## config.mk

```make
export PLATFORM = sky130hd
export DESIGN_NAME = clk_sw_ctrl
export DESIGN_NICKNAME = d
export VERILOG_FILES = /design/src/rtl/clk_sw_pkg.sv /design/src/rtl/hb_edge_sync.sv /design/src/rtl/clk_sw_ctrl.sv
export SDC_FILE = /design/constraint.sdc
export NUM_CORES = 1
export LEC_CHECK = 0
export CAP_MARGIN = 10
export CORE_MARGIN = 2
export CORE_UTILIZATION = 45
export CTS_CLUSTER_SIZE = 28
export DETAILED_ROUTE_END_ITERATION = 16
export PLACE_DENSITY = 0.7
export SLEW_MARGIN = 5
export SYNTH_ARGS = -nofsm -noshare
export SYNTH_HDL_FRONTEND = slang
export SYNTH_SLANG_ARGS = --single-unit
```

## constraint.sdc

```tcl
create_clock -name clk -period 4 [get_ports clk]
set_input_delay 1 -clock clk [delete_from_list [all_inputs] [get_ports clk]]
set_output_delay 1 -clock clk [all_outputs]
set_load 0.05 [all_outputs]
```

## src/rtl/clk_sw_pkg.sv

```systemverilog
// Shared types and defaults for the clock-switch controller.
package clk_sw_pkg;

  typedef enum logic [2:0] {
    ST_IDLE,
    ST_CHECK,
    ST_SWITCH,
    ST_DONE,
    ST_ERR
  } state_t;

  localparam int SETTLE_CYCLES_DEF = 8;
  localparam int HB_TIMEOUT_DEF    = 64;

  function automatic int max2(input int a, input int b);
    return (a > b) ? a : b;
  endfunction

endpackage

```

## src/rtl/hb_edge_sync.sv

```systemverilog
// Heartbeat 2-FF synchronizer with registered either-edge pulse.
// Input toggle to hb_edge pulse: 3 clk cycles; no backpressure.
module hb_edge_sync (
  input  logic clk,
  input  logic rst,
  input  logic hb,
  output logic hb_edge
);

  logic meta;
  logic sync;
  logic sync_d;

  always_ff @(posedge clk) begin
    if (rst) begin
      meta    <= 1'b0;
      sync    <= 1'b0;
      sync_d  <= 1'b0;
      hb_edge <= 1'b0;
    end else begin
      meta    <= hb;
      sync    <= meta;
      sync_d  <= sync;
      hb_edge <= sync ^ sync_d;
    end
  end

endmodule

```

## src/rtl/clk_sw_ctrl.sv

```systemverilog
// Clock-switch request FSM driving a glitch-free mux select after a target heartbeat check.
// Request accepted only in IDLE (req_ready); done/err are one-cycle completion pulses.
module clk_sw_ctrl
  import clk_sw_pkg::*;
#(
  parameter int SETTLE_CYCLES = SETTLE_CYCLES_DEF,
  parameter int HB_TIMEOUT    = HB_TIMEOUT_DEF
) (
  input  logic clk,
  input  logic rst,
  input  logic req_valid,
  input  logic req_sel,
  output logic req_ready,
  input  logic hb0,
  input  logic hb1,
  output logic sel,
  output logic cur_sel,
  output logic busy,
  output logic done,
  output logic err
);

  localparam int CNT_W = $clog2(max2(SETTLE_CYCLES, HB_TIMEOUT) + 1);
  localparam logic [CNT_W-1:0] TO_LIM     = CNT_W'(HB_TIMEOUT);
  localparam logic [CNT_W-1:0] SETTLE_LIM = CNT_W'(SETTLE_CYCLES);

  state_t           state;
  state_t           state_nxt;
  logic [CNT_W-1:0] cnt;
  logic [CNT_W-1:0] cnt_nxt;
  logic [CNT_W-1:0] cnt_inc;
  logic             tgt;
  logic             tgt_nxt;
  logic             sel_nxt;
  logic             cur_nxt;
  logic             hb0_edge;
  logic             hb1_edge;
  logic             tgt_edge;

  hb_edge_sync u_hb0_sync (
    .clk     (clk),
    .rst     (rst),
    .hb      (hb0),
    .hb_edge (hb0_edge)
  );

  hb_edge_sync u_hb1_sync (
    .clk     (clk),
    .rst     (rst),
    .hb      (hb1),
    .hb_edge (hb1_edge)
  );

  // Only the heartbeat of the clock being switched to matters.
  assign tgt_edge = tgt ? hb1_edge : hb0_edge;
  assign cnt_inc  = cnt + CNT_W'(1);

  always_ff @(posedge clk) begin
    if (rst) begin
      state   <= ST_IDLE;
      cnt     <= '0;
      tgt     <= 1'b0;
      sel     <= 1'b0;
      cur_sel <= 1'b0;
    end else begin
      state   <= state_nxt;
      cnt     <= cnt_nxt;
      tgt     <= tgt_nxt;
      sel     <= sel_nxt;
      cur_sel <= cur_nxt;
    end
  end

  always_comb begin
    state_nxt = state;
    cnt_nxt   = cnt;
    tgt_nxt   = tgt;
    sel_nxt   = sel;
    cur_nxt   = cur_sel;
    case (state)
      ST_IDLE: begin
        if (req_valid) begin
          tgt_nxt   = req_sel;
          cnt_nxt   = '0;
          state_nxt = (req_sel == cur_sel) ? ST_DONE : ST_CHECK;
        end
      end
      ST_CHECK: begin
        // A live edge on the final timeout cycle still wins over ERR.
        if (tgt_edge) begin
          state_nxt = ST_SWITCH;
          sel_nxt   = tgt;
          cnt_nxt   = '0;
        end else if (cnt_inc == TO_LIM) begin
          state_nxt = ST_ERR;
          cnt_nxt   = '0;
        end else begin
          cnt_nxt = cnt_inc;
        end
      end
      ST_SWITCH: begin
        if (cnt_inc == SETTLE_LIM) begin
          state_nxt = ST_DONE;
          cur_nxt   = tgt;
          cnt_nxt   = '0;
        end else begin
          cnt_nxt = cnt_inc;
        end
      end
      ST_DONE:  state_nxt = ST_IDLE;
      ST_ERR:   state_nxt = ST_IDLE;
      default:  state_nxt = ST_IDLE;
    endcase
  end

  assign req_ready = (state == ST_IDLE) && !rst;
  assign busy      = (state != ST_IDLE);
  assign done      = (state == ST_DONE);
  assign err       = (state == ST_ERR);

endmodule

```

Word-level counts from Yosys, hierarchy flattened:

Cells that the tools add are included.

* register bits after elaboration: 21
* bits of input ports: 6
* output and inout port bits: 6
* logic and storage cells: 48

* add/subtract/negate cells: 1
* equal/unequal tests: 10
* multiplexer cells: 12
* bitwise operators: 2
* reductions and logical operators: 10

Operators with widths (number)
* 7-bit 2-to-1 mux: 4
* 7-bit one-hot mux with 3 select lines: 1
* 3-bit 2-to-1 mux: 4
* 3-bit one-hot mux with 3 select lines: 1
* 2-bit AND reduction: 4
* 7-bit by 1-bit adder with 7-bit output (second input constant): 1
* 7-bit by 4-bit == test with 1-bit output (second input constant): 1
* 7-bit == test (second input constant): 1
* 3-bit by 2-bit == test with 1-bit output (second input constant): 2
* 3-bit nonzero test: 2
* 2-bit != test (second input constant): 2
* 3-bit by 1-bit == test with 1-bit output (second input constant): 1
* 3-bit == test (second input constant): 1
* 3-bit logical NOT: 1
* 3-bit != test (second input constant): 1
* 3-bit AND reduction: 1
* 2-bit 2-to-1 mux: 1
* 1-bit XOR: 2
* 1-bit == test: 1
* 1-bit logical AND: 1
* 1-bit logical NOT: 1
* 1-bit 2-to-1 mux: 1

Longest topological paths before layout:

Gate-level depths: netlist (run 1).

* depth in word-level cells: 5
* mapped depth: 7

Modules after synthesis:

A second synthesis (run 1) with hierarchy kept.

* cells, all modules: 120
* area total of the unflattened synthesis: 1071.0 um^2

Modules (own cells, without submodules)
* clk_sw_ctrl: instances 1, cells an instance 102, area each 848.3 um^2, seq. area each 260.2 um^2
* hb_edge_sync: instances 2, cells an instance 9, area each 111.4 um^2, seq. area each 80.1 um^2

Worst setup path after synthesis (run 1):

OpenSTA, ideal clock, no wires.

* kind: in2out
* start: in rst
* end: out req_ready
* arrival time: 2.068 ns
* setup slack: 0.932 ns
* stages on the path: 3
* path buffers: 2
* path through: clkbuf_1 -> clkbuf_1 -> nor2_1

* cells in the longest elaborated chain, start to end: 2

Ends and longest elaborated chain
* start: declaration: RTL line clk_sw_ctrl.sv:10 `input logic rst,`
* 1-bit logical NOT: RTL line clk_sw_ctrl.sv:116 `assign req_ready = (state == ST_IDLE) && !rst;`
* 1-bit logical AND: RTL line clk_sw_ctrl.sv:116
* end: declaration: RTL line clk_sw_ctrl.sv:13 `output logic req_ready,`

Every way passes these cells.

Final worst setup path (run 1):

Ends and elaborated chain as after synthesis.

==> metrics.md, run 1 <==
| Metric | Value |
|---|---|
| Hold slack | between 0.4 and 0.5 ns |
| Synth Area in XOR/XNOR | 6.716% |
| Sequential share of power | 41.8% |
| Post-synthesis compound-gate area fraction | between 10% and 20% |
| Leakage Power | between 0.4 and 0.5 nW |
| GPL Wtd Cong | 0.8092 |
| Synth top cells by count | 21 x dfxtp_1, 11 x nand2_1, 11 x nor2_1, 9 x a21oi_1, 6 x nor2b_1 |
| # rows | 17 |
| Finished Core Util | roughly 54% |
| Die area | 0.002675 mm2 |
| Placed wire-length estimate | about 1.4 mm |
| I/O Pins | 12 |
| Tightest Pin Transition | 0.9336 ns |
| WS Path Type | in -> out |
| Area leader, netlist | dfxtp_1 |
| Hold Path Origin | u_hb0_sync.meta |
| Cell with the most instances after synthesis | dfxtp_1 |
| DRC Markers | 0 |
| Post-synth EDFFs | 0 |
| Post-DRT Antenna Nets | 0 |
| Die W | 51.72 um |
| Yosys cell types | 38 |
| P_int | 380.6 uW |
| Largest family of logic cells by synthesized area | simple AND/OR/NAND/NOR gates |
| Core Region | 0.002191 mm2 |
| Fillers | 209 |
| Maxcap violations | 0 |
| CP arrival | 1.96 ns |
| Worst Hold Class | reg -> reg |
| CTS buffer count | 3 |
| Clock Tree Root | clkbuf_4 |
| Clk sinks | 21 |
| CP max FO | 21 |
| Synthesized Nets | 123 |
| Detailed Routing Iterations Pass 1 | 4 |
| Hold_buf cts | 0 |
| Die Y | 51.72 um |
| PwrDens | between 500 and 600 mW/mm2 |
| Initial DRC count | 23 |
| Predominant post-synthesis flop cell | dfxtp_1 |
| Mapped Area | between 0.001 and 0.0015 mm2 |
| Post-Synth Adder-Cell Area | 2.442% |
| Synth Area in Simple Gates | 25.64% |
| Max_slew headroom | 37.23% |
| Port Buffers | 11 |
| N_diodes | 0 |
| Nets | 136 |
| Synth Instances | approximately 120 |
| Mean area per synthesized cell | 8.911 um2 |
| Setup crit end kind | output port |
| Overall Global Routing Usage | 16.08% |
| CP startpoint kind | input pin |
| Clock Power Share | around 16% |
| # placed instances | about 150 |
| Maximum clock frequency | 337.6 MHz |
| Async SR Flop Fraction | 0% |
| Post_cts resized | 0 |
| Initial Util | between 40% and 50% |
| Worst R2R Start | cnt[0] |
| Final WL | 1.921 mm |
| RSZ-0062 raised after global routing | false |
| Dominant cells by area after synthesis | dfxtp_1 41%, a21oi_1 4.4%, xnor2_1 4.3% |
| Final Cycle Share | 74.06% |
| Routed WL per cell | 12.39 um |
| Final-report max-slew violation count | 0 |
| CP required | roughly 3.0 ns |
| Yosys warning count | 0 |
| Status | finished, final reports clean |
| Global route overflow | 0 |
| Flops & latches, synth | 21 |
| Register area share after synthesis | roughly 41% |
| Endpoints failing hold | 0 |
| Largest net degree at the start of global routing | 22 |
| Net Switching | between 200 and 300 uW |
| Area growth, synth to finish | 15.51% |
| Yosys top cell area share | 41.03% |
| H-Tree Depth | 1 |
| Maximum vdd drop | roughly 0.0003 V |
| Worst-path clk slew | 0.11 ns |
| Proportion of layout cells with a drive suffix above 1 | 11.02% |
| Clk_lat worst skew | 0.31 ns |
| Final Power | 660.0 uW |
| Vias in the first global route | 739 |
| Routed vias | roughly 840 |
| Setup-failing EPs final | 0 |
| Sw frac | a little over two fifths |
| Critical path startpoint | rst |
| First-pass GRT wire length | around 3.2 mm |
| Skew final | 0.006900 ns |
| Clk buf depth | 2 |
| CTS tree | done |
| Non-Filler Instances | 155 |
| Initial antenna violation count | 0 |
| Post-synthesis mux area share | 1.954% |
| Setup Fix Bufs, Post-CTS | 0 |
| Fin crit period | 2.962 ns |
| Comb pwr share | between 40% and 50% |
| Setup TNS | 0 ns |
| Vias/cell | 5.394 |
## cell type report
cell class | count | area (um2) | area share [%]
clock buffers | 3 | 22.52 | 1.903
well taps | 28 | 35.03 | 2.960
inverters | 3 | 11.26 | 0.9514
repair buffers | 12 | 115.1 | 9.725
clock inverters | 1 | 5.005 | 0.4228
flip-flops and latches | 21 | 420.4 | 35.52
multi-input cells | 87 | 574.3 | 48.52
## metrics by stage
step / cell area (um2) / worst slack (ns)
floorplan: 1025 / 0.9318
global placement: 1156 / 1.041
detailed placement: 1156 / 1.033
CTS: 1184 / 1.032
global route: 1184 / 1.001
finish: 1184 / 1.038
## worst paths after layout
check | end | slack (ns) | cells after the start
hold / removal | u_hb0_sync.sync | 0.46 | 1
hold reg to reg | u_hb0_sync.sync | 0.46 | 1
setup reg to reg | cnt[1] | 1.95 | 7
setup / recovery | req_ready | 1.04 | 4
## sequential cells by signal (all words and copies together) (netlist names)
signal and cells:
u_hb0_sync.hb_edge 1, sel 1, cur_sel 1, tgt 1, u_hb0_sync.meta 1, u_hb0_sync.sync 1
u_hb1_sync.meta 1, cnt 7, u_hb0_sync.sync_d 1, u_hb1_sync.sync 1, u_hb1_sync.sync_d 1, u_hb1_sync.hb_edge 1
state 3
## logic make-up after synthesis
group | Yosys count
xor+xnor | 7
mux | 2
simple gates | 49
flops | 21
fa+ha+maj | 2
compound gates | 27
buf+inv | 7
## power groups by stage
stage | sequential (mW) | combinational [mW] | clock (mW)
6_report | 0.276 | 0.280 | 0.104
5_1_grt | 0.281 | 0.304 | 0.115
4_1_cts | 0.275 | 0.280 | 0.109
3_5_place_dp | 0.280 | 0.279 | 0
3_3_place_gp | 0.278 | 0.276 | 0
2_1_floorplan | 0.255 | 0.239 | 0
## critical path, cell delays in order
cell,delay (ns)
clkdlybuf4s50_1,0.45
buf_4,0.24
nor2_1,0.07
buf_4,0.19
## layer usage
layer	track usage, %	routed length, um	up-vias
li1	-	-	425
met1	21.04	1012	396
met2	24.36	845	13
met3	2.586	46	2
met4	10.53	17	0
met5	0	0	-
## cells in the final DEF, fill, tap and decap left out, types with 2 or more instances in the layout
master and count:
nand2_1 11, xnor2_1 5, mux2i_1 2, nor2_1 11, a21oi_1 9, buf_4 2, nor3b_1 2, ha_1 2
o21ai_0 2, inv_1 3, nor2b_1 6, dfxtp_1 21, clkbuf_4 3, nor3_1 5, clkdlybuf4s50_1 10, and2_1 2
a21o_1 2, o21ai_1 3, nand3_1 5
No activity file was read; power rests on OpenSTA's default activity.
==> run 2, diff against run 1 <==
--- a/config.mk
+++ b/config.mk
@@ -10,7 +10,7 @@
 export CORE_UTILIZATION = 45
 export CTS_CLUSTER_SIZE = 28
 export DETAILED_ROUTE_END_ITERATION = 16
-export PLACE_DENSITY = 0.7
+export PLACE_DENSITY = 0.73
 export SLEW_MARGIN = 5
 export SYNTH_ARGS = -nofsm -noshare
 export SYNTH_HDL_FRONTEND = slang
==> constraint.sdc (replaced) <==
create_clock -name clk -period 2.5 [get_ports clk]
set_input_delay 0.625 -clock clk [delete_from_list [all_inputs] [get_ports clk]]
set_output_delay 0.625 -clock clk [all_outputs]
set_load 0.05 [all_outputs]
==> run 2 against run 1 <==
Net effect: sequential share of layout area fell by 0.70 points; first-iteration DRC count fell by 39%; worst setup slack got worse by 0.79 ns; utilization rose by 1.1 points; power rose by 63%; critical path type is now reg -> out; critical endpoint is now busy; largest cell class unchanged; largest power group unchanged; highest routed layer unchanged.
==> metrics.md, run 2 (synthesis results as in run 1) <==
| Metric | Value |
|---|---|
| Fin crit period | 2.249 ns |
| Finished Core Util | 55.11% (was 54.03%) |
| Die W | 51.72 um (unchanged) |
| Placed wire-length estimate | 1.333 mm (was 1.378 mm) |
| Footprint of the multi-input gates | 574.3 um2 (unchanged) |
| Die area | 0.002675 mm2 (unchanged) |
| # placed instances | 152 (was 151) |
| # rows | 17 (unchanged) |
| Routed vias | 827 (was 836) |
| Clk buf depth | 2 (unchanged) |
| Initial DRC count | 14 (was 23) |
| Detailed Routing Iterations Pass 1 | 4 (unchanged) |
| CTS tree | done (unchanged) |
| Tightest Pin Transition | 0.5153 ns (was 0.9336 ns) |
| Setup TNS | 0 ns (unchanged) |
| Final Cycle Share | between 80 and 90% |
| Proportion of layout cells with a drive suffix above 1 | 11.72% (was 11.02%) |
| Overall Global Routing Usage | 16.29% (was 16.08%) |
| N_diodes | 0 (unchanged) |
| Setup-failing EPs final | 0 (unchanged) |
| Largest net degree at the start of global routing | 21 (was 22) |
| Clock Tree Root | clkbuf_4 (unchanged) |
| Final instance area | 0.001207 mm2 (was 0.001184 mm2) |
| Final WL | 1.898 mm (was 1.921 mm) |
| CP max FO | 12 (was 21) |
| Maxcap violations | 0 (unchanged) |
| First-pass GRT wire length | 3.229 mm (was 3.167 mm) |
| R2r worst-path depth | 7 (unchanged) |
| Vias in the first global route | 759 (was 739) |
| CP required | 1.88 ns (was 3.00 ns) |
| Worst Hold Class | reg -> reg (unchanged) |
| Die Y | 51.72 um (unchanged) |
| R2R Path End | cnt[1] (unchanged) |
| Reg with most FFs | cnt (unchanged) |
| Top Registers | cnt (7), state (3) (unchanged) |
| Largest register FFs | 7 (unchanged) |
| GPL Wtd Cong | 0.8339 (was 0.8092) |
| CTS buffer count | 3 (unchanged) |
| Commonest non-fill, non-tap cells in the layout | 21 x dfxtp_1, 11 x nor2_1, 11 x nand2_1, 9 x a21oi_1, 7 x clkdlybuf4s50_1 (was 21 x dfxtp_1, 11 x nor2_1, 11 x nand2_1, 10 x clkdlybuf4s50_1, 9 x a21oi_1) |
| Skew final | 0.002906 ns (was 0.006900 ns) |
| Maximum clock frequency | ~440 MHz |
| Clk_lat worst skew | 0.31 ns (about the same) |
| PwrDens | 889.0 mW/mm2 (was 557.6 mW/mm2) |
| Port Buffers | 11 (unchanged) |
| Setup crit end kind | output port (unchanged) |
| Reg2Reg Setup Slack | 0.43 ns (was 1.95 ns) |
| DRC Markers | 0 (unchanged) |
| Vias/cell | 5.301 (was 5.394) |
| Endpoints failing hold | 0 (unchanged) |
| Nets | 137 (was 136) |
| WS Path Type | reg -> out (was in -> out) |
| CP startpoint kind | flop (was input pin) |
| Post-DRT Antenna Nets | 0 (unchanged) |
| Setup Fix Bufs, Post-CTS | 0 (unchanged) |
| Core Region | 0.002191 mm2 (unchanged) |
| Final-report max-slew violation count | 0 (unchanged) |
| Initial antenna violation count | 0 (unchanged) |
| Register Area | 420.4 um2 (unchanged) |
| H-Tree Depth | 1 (unchanged) |
| Non-Filler Instances | 156 (was 155) |
| Worst R2R Start | cnt[0] (unchanged) |
| Area growth, synth to finish | 17.83% (was 15.51%) |
| Initial Util | 46.77% (unchanged) |
| Fillers | 214 (was 209) |
| Hold Path Sink | u_hb1_sync.sync (was u_hb0_sync.sync) |
| Most common library cell in the layout ignoring fill and taps | dfxtp_1 (unchanged) |
| Placed cell area | 0.001176 mm2 (was 0.001156 mm2) |
| Routed WL per cell | 12.17 um (was 12.39 um) |
| Status | finished, final reports clean (unchanged) |
| Leakage Power | 0.4823 nW (was 0.4349 nW) |
| RSZ-0062 raised after global routing | false (unchanged) |
| Maximum vdd drop | 0.0004434 V (was 0.0002932 V) |
| Worst-path clk slew | 0.12 ns (was 0.11 ns) |
| Global route overflow | 0 (unchanged) |
| Hold Path Origin | u_hb1_sync.meta (was u_hb0_sync.meta) |
| I/O Pins | 12 (unchanged) |
| Clk sinks | 21 (unchanged) |
| WHS Path Cells | 1 (unchanged) |
| CP arrival | 1.62 ns (was 1.96 ns) |
| Max_slew headroom | 65.57% (was 37.23%) |
[run 2: changes by cell type in the layout (fill, tap and decap cells not counted)]
cell             previous run  this run
dlygate4sd2_1               0         1
buf_12                      0         1
clkdlybuf4s50_1            10         7
dlymetal6s2s_1              0         2
[run 2: layout make-up]
type	count	area share (%)
Clock buffer	3	1.865
Clock inverter	1	0.4145
Inverter	3	0.9326
Multi-Input combinational cell	87	47.56
Sequential cell	21	34.82
Tap cell	28	2.902
Timing Repair Buffer	13	11.50
[run 2: metal layers]
| layer | routed length, um | up-vias | share of wire, % | global-route usage, % |
|---|---|---|---|---|
| li1 | - | 426 | - | - |
| met1 | 934 | 366 | 49 | 22.42 |
| met2 | 812 | 30 | 43 | 23.50 |
| met3 | 100 | 5 | 5.3 | 2.874 |
| met4 | 50 | 0 | 2.6 | 10.09 |
| met5 | 0 | - | 0 | 0 |
[run 2: worst max-delay path by stage]
stage	to	slack, ns	start	cells past startpoint
floorplan	req_ready	0.10	state[1]	4
global placement	busy	0.36	state[1]	3
detailed placement	busy	0.34	state[1]	3
CTS	done	0.01	state[1]	3
global route	busy	0.12	state[1]	3
finish	busy	0.25	state[1]	3
[run 2: through the flow]
stage               setup WS (ns)  hold slack (ns)  power, mW
finish                     0.2514           0.4498      1.073
global route               0.1184           0.4709      1.142
CTS                       0.01129           0.4518      1.078
detailed placement         0.3424           0.4239     0.9223
global placement           0.3639           0.4183     0.9145
floorplan                  0.1003           0.4138     0.7895
[run 2: critical path, stage by stage, from the launching register on]
cell and delay (ns):
dfxtp_1 0.56, nor3_1 0.14, inv_1 0.09, dlygate4sd2_1 0.52
[run 2: where the power goes]
| group | internal (mW) | switching [mW] | total, mW |
|---|---|---|---|
| Sequential | 0.372 | 0.0660 | 0.438 |
| Clock | 0.0599 | 0.108 | 0.168 |
| Combinational | 0.195 | 0.272 | 0.467 |
[run 2: what timing repair did]
action | in CTS | in global routing
pin swaps | 0 | 0
endpoints found under the hold margin | 0 | 0
resized for setup | 1 | 2
endpoints found under the setup margin | 1 | 2
hold buffers | 0 | 0
==> run 3, diff against run 2 <==
--- a/config.mk
+++ b/config.mk
@@ -10,6 +10,7 @@
 export CORE_UTILIZATION = 45
 export CTS_CLUSTER_SIZE = 28
 export DETAILED_ROUTE_END_ITERATION = 16
+export GPL_TIMING_DRIVEN = 0
 export PLACE_DENSITY = 0.73
 export SLEW_MARGIN = 5
 export SYNTH_ARGS = -nofsm -noshare
==> run 3 against run 2 <==
Net effect: global-route usage grew 0.66 points; sequential power shrank 6.6%; flip-flop and latch count is the same; die area is the same; largest power group unchanged.
==> metrics.md, run 3 (synthesis results as in run 1) <==
| Metric | Value |
|---|---|
| Most common library cell in the layout ignoring fill and taps | dfxtp_1 (unchanged) |
| Post_cts resized | 8 (was 1) |
| Die Y | 51.72 um (unchanged) |
| Post-DRT Antenna Nets | 0 (unchanged) |
| Global route overflow | 0 (unchanged) |
| Overall Global Routing Usage | 16.95% (was 16.29%) |
| Placed wire-length estimate | 1.548 mm (was 1.333 mm) |
| Vias/cell | 5.465 (was 5.301) |
| Maximum clock frequency | 422.5 MHz (was 444.7 MHz) |
| Leakage Power | 0.4534 nW (was 0.4823 nW) |
| Largest register FFs | 7 (unchanged) |
| Final Cycle Share | 94.68% (was 89.95%) |
| Clk sinks | 21 (unchanged) |
| Nets | 138 (was 137) |
| Area growth, synth to finish | 16.36% (was 17.83%) |
| CTS buffer count | 3 (unchanged) |
| Maxcap violations | 0 (unchanged) |
| Initial Util | 46.77% (unchanged) |
| Status | finished, final reports clean (unchanged) |
| Clk buf depth | 2 (unchanged) |
| Largest net degree at the start of global routing | 13 (was 21) |
| Setup TNS | 0 ns (unchanged) |
| Final Power | 1.063 mW (was 1.073 mW) |
| Detailed Routing Iterations Pass 1 | 4 (unchanged) |
| Max_slew headroom | 35.60% (was 65.57%) |
| Final-report max-slew violation count | 0 (unchanged) |
| Proportion of layout cells with a drive suffix above 1 | 13.18% (was 11.72%) |
| CTS tree | done (unchanged) |
| Endpoints failing hold | 0 (unchanged) |
| Final WL | 2.062 mm (was 1.898 mm) |
| Skew final | 0.003833 ns (was 0.002906 ns) |
| Setup-failing EPs final | 0 (unchanged) |
| Worst-path clk slew | 0.12 ns (about the same) |
| Initial DRC count | 9 (was 14) |
| CP startpoint kind | flop (unchanged) |
| CP required | 1.88 ns (about the same) |
| H-Tree Depth | 1 (unchanged) |
| Tightest Pin Transition | 0.9578 ns (was 0.5153 ns) |
| First-pass GRT wire length | 3.367 mm (was 3.229 mm) |
| DRC Markers | 0 (unchanged) |
| Die W | 51.72 um (unchanged) |
| Vias in the first global route | 795 (was 759) |
| PwrDens | 891.7 mW/mm2 (was 889.0 mW/mm2) |
| Clock Tree Root | clkbuf_4 (unchanged) |
| Routed WL per cell | 13.13 um (was 12.17 um) |
| WS Path Type | reg -> out (unchanged) |
| Worst Hold Class | reg -> reg (unchanged) |
| Fin crit period | 2.367 ns (was 2.249 ns) |
| Routed vias | 858 (was 827) |
| Setup crit end kind | output port (unchanged) |
| Commonest non-fill, non-tap cells in the layout | 21 x dfxtp_1, 11 x nor2_1, 11 x nand2_1, 9 x a21oi_1 (was 21 x dfxtp_1, 11 x nor2_1, 11 x nand2_1, 9 x a21oi_1, 7 x clkdlybuf4s50_1) |
| Maximum vdd drop | 0.0005287 V (was 0.0004434 V) |
| # rows | 17 (unchanged) |
| GPL Wtd Cong | 0.7623 (was 0.8339) |
| Reg with most FFs | cnt (unchanged) |
| CP arrival | 1.74 ns (was 1.62 ns) |
| Top Registers | cnt (7), state (3) (unchanged) |
| Port Buffers | 11 (unchanged) |
| Hold_buf cts | 0 (unchanged) |
| I/O Pins | 12 (unchanged) |
| CP max FO | 10 (was 12) |
| Die area | 0.002675 mm2 (unchanged) |
| Clk_lat worst skew | 0.30 ns (was 0.31 ns) |
| Initial antenna violation count | 0 (unchanged) |
| N_diodes | 0 (unchanged) |
| Setup Fix Bufs, Post-CTS | 0 (unchanged) |
| Core Region | 0.002191 mm2 (unchanged) |
==> run 3: cell count changes in the layout (fill, tap and decap cells not counted) <==
cell             before  now
clkbuf_2              0    2
dlygate4sd2_1         1    3
dlymetal6s2s_1        2    0
buf_12                1    0
buf_4                 2    1
clkbuf_1              0    1
clkdlybuf4s15_2       0    1
clkdlybuf4s50_1       7    6
nor3_1                5    4
nor3_2                0    1
==> run 3: final timing paths <==
path         slack [ns]              end  depth (start not counted)       startpoint
max reg2reg        0.44           cnt[1]                          7           cnt[0]
max                0.13             busy                          4         state[1]
min                0.45  u_hb1_sync.sync                          1  u_hb1_sync.meta
min reg2reg        0.45  u_hb1_sync.sync                          1  u_hb1_sync.meta
==> run 3: metal layers <==
metal | global-route usage [%] | up-vias | part of all wire [%]
met5 | 0 | - | 0
met4 | 6.140 | 0 | 0.68
met3 | 3.448 | 2 | 3.2
met2 | 28.63 | 16 | 50
met1 | 21.30 | 411 | 46
li1 | - | 429 | -
==> run 3: cell type report <==
| type | instances | area (um2) |
|---|---|---|
| buffer | 3 | 16.27 |
| clock buffer | 3 | 22.52 |
| clock inverter | 1 | 5.005 |
| fill | 208 | 998.5 |
| inverter | 3 | 11.26 |
| multi-input combinational | 87 | 579.3 |
| sequential | 21 | 420.4 |
| tap | 28 | 35.03 |
| timing repair buffer | 11 | 102.6 |
==> run 3: stage by stage <==
stage          instance area (um2)  util [%]  setup slack, ns  cells  hold slack (ns)
3_5_place_dp                  1170     53.40          -0.8278    154           0.4304
6_report                      1192     54.43           0.1331    157           0.4526
5_1_grt                       1192     54.43        -0.009548    157           0.4751
2_1_floorplan                 1025         -           0.1003    115           0.4138
3_3_place_gp                  1170     53.40          -0.8268    154           0.4183
4_1_cts                       1191     54.37          0.08621    157           0.4578
==> run 3: critical path, cell delays in order (launching register included) <==
cell	delay, ns
dfxtp_1	0.36
clkbuf_1	0.35
nor3_2	0.11
inv_1	0.09
dlygate4sd2_1	0.52
==> run 3: where the power goes <==
part	internal [mW]	total [mW]	leakage, nW	switching (mW)
clock	0.0595	0.164	0.0177	0.104
combinational	0.179	0.490	0.264	0.311
sequential	0.372	0.409	0.171	0.0371
total	0.611	1.06	0.453	0.452
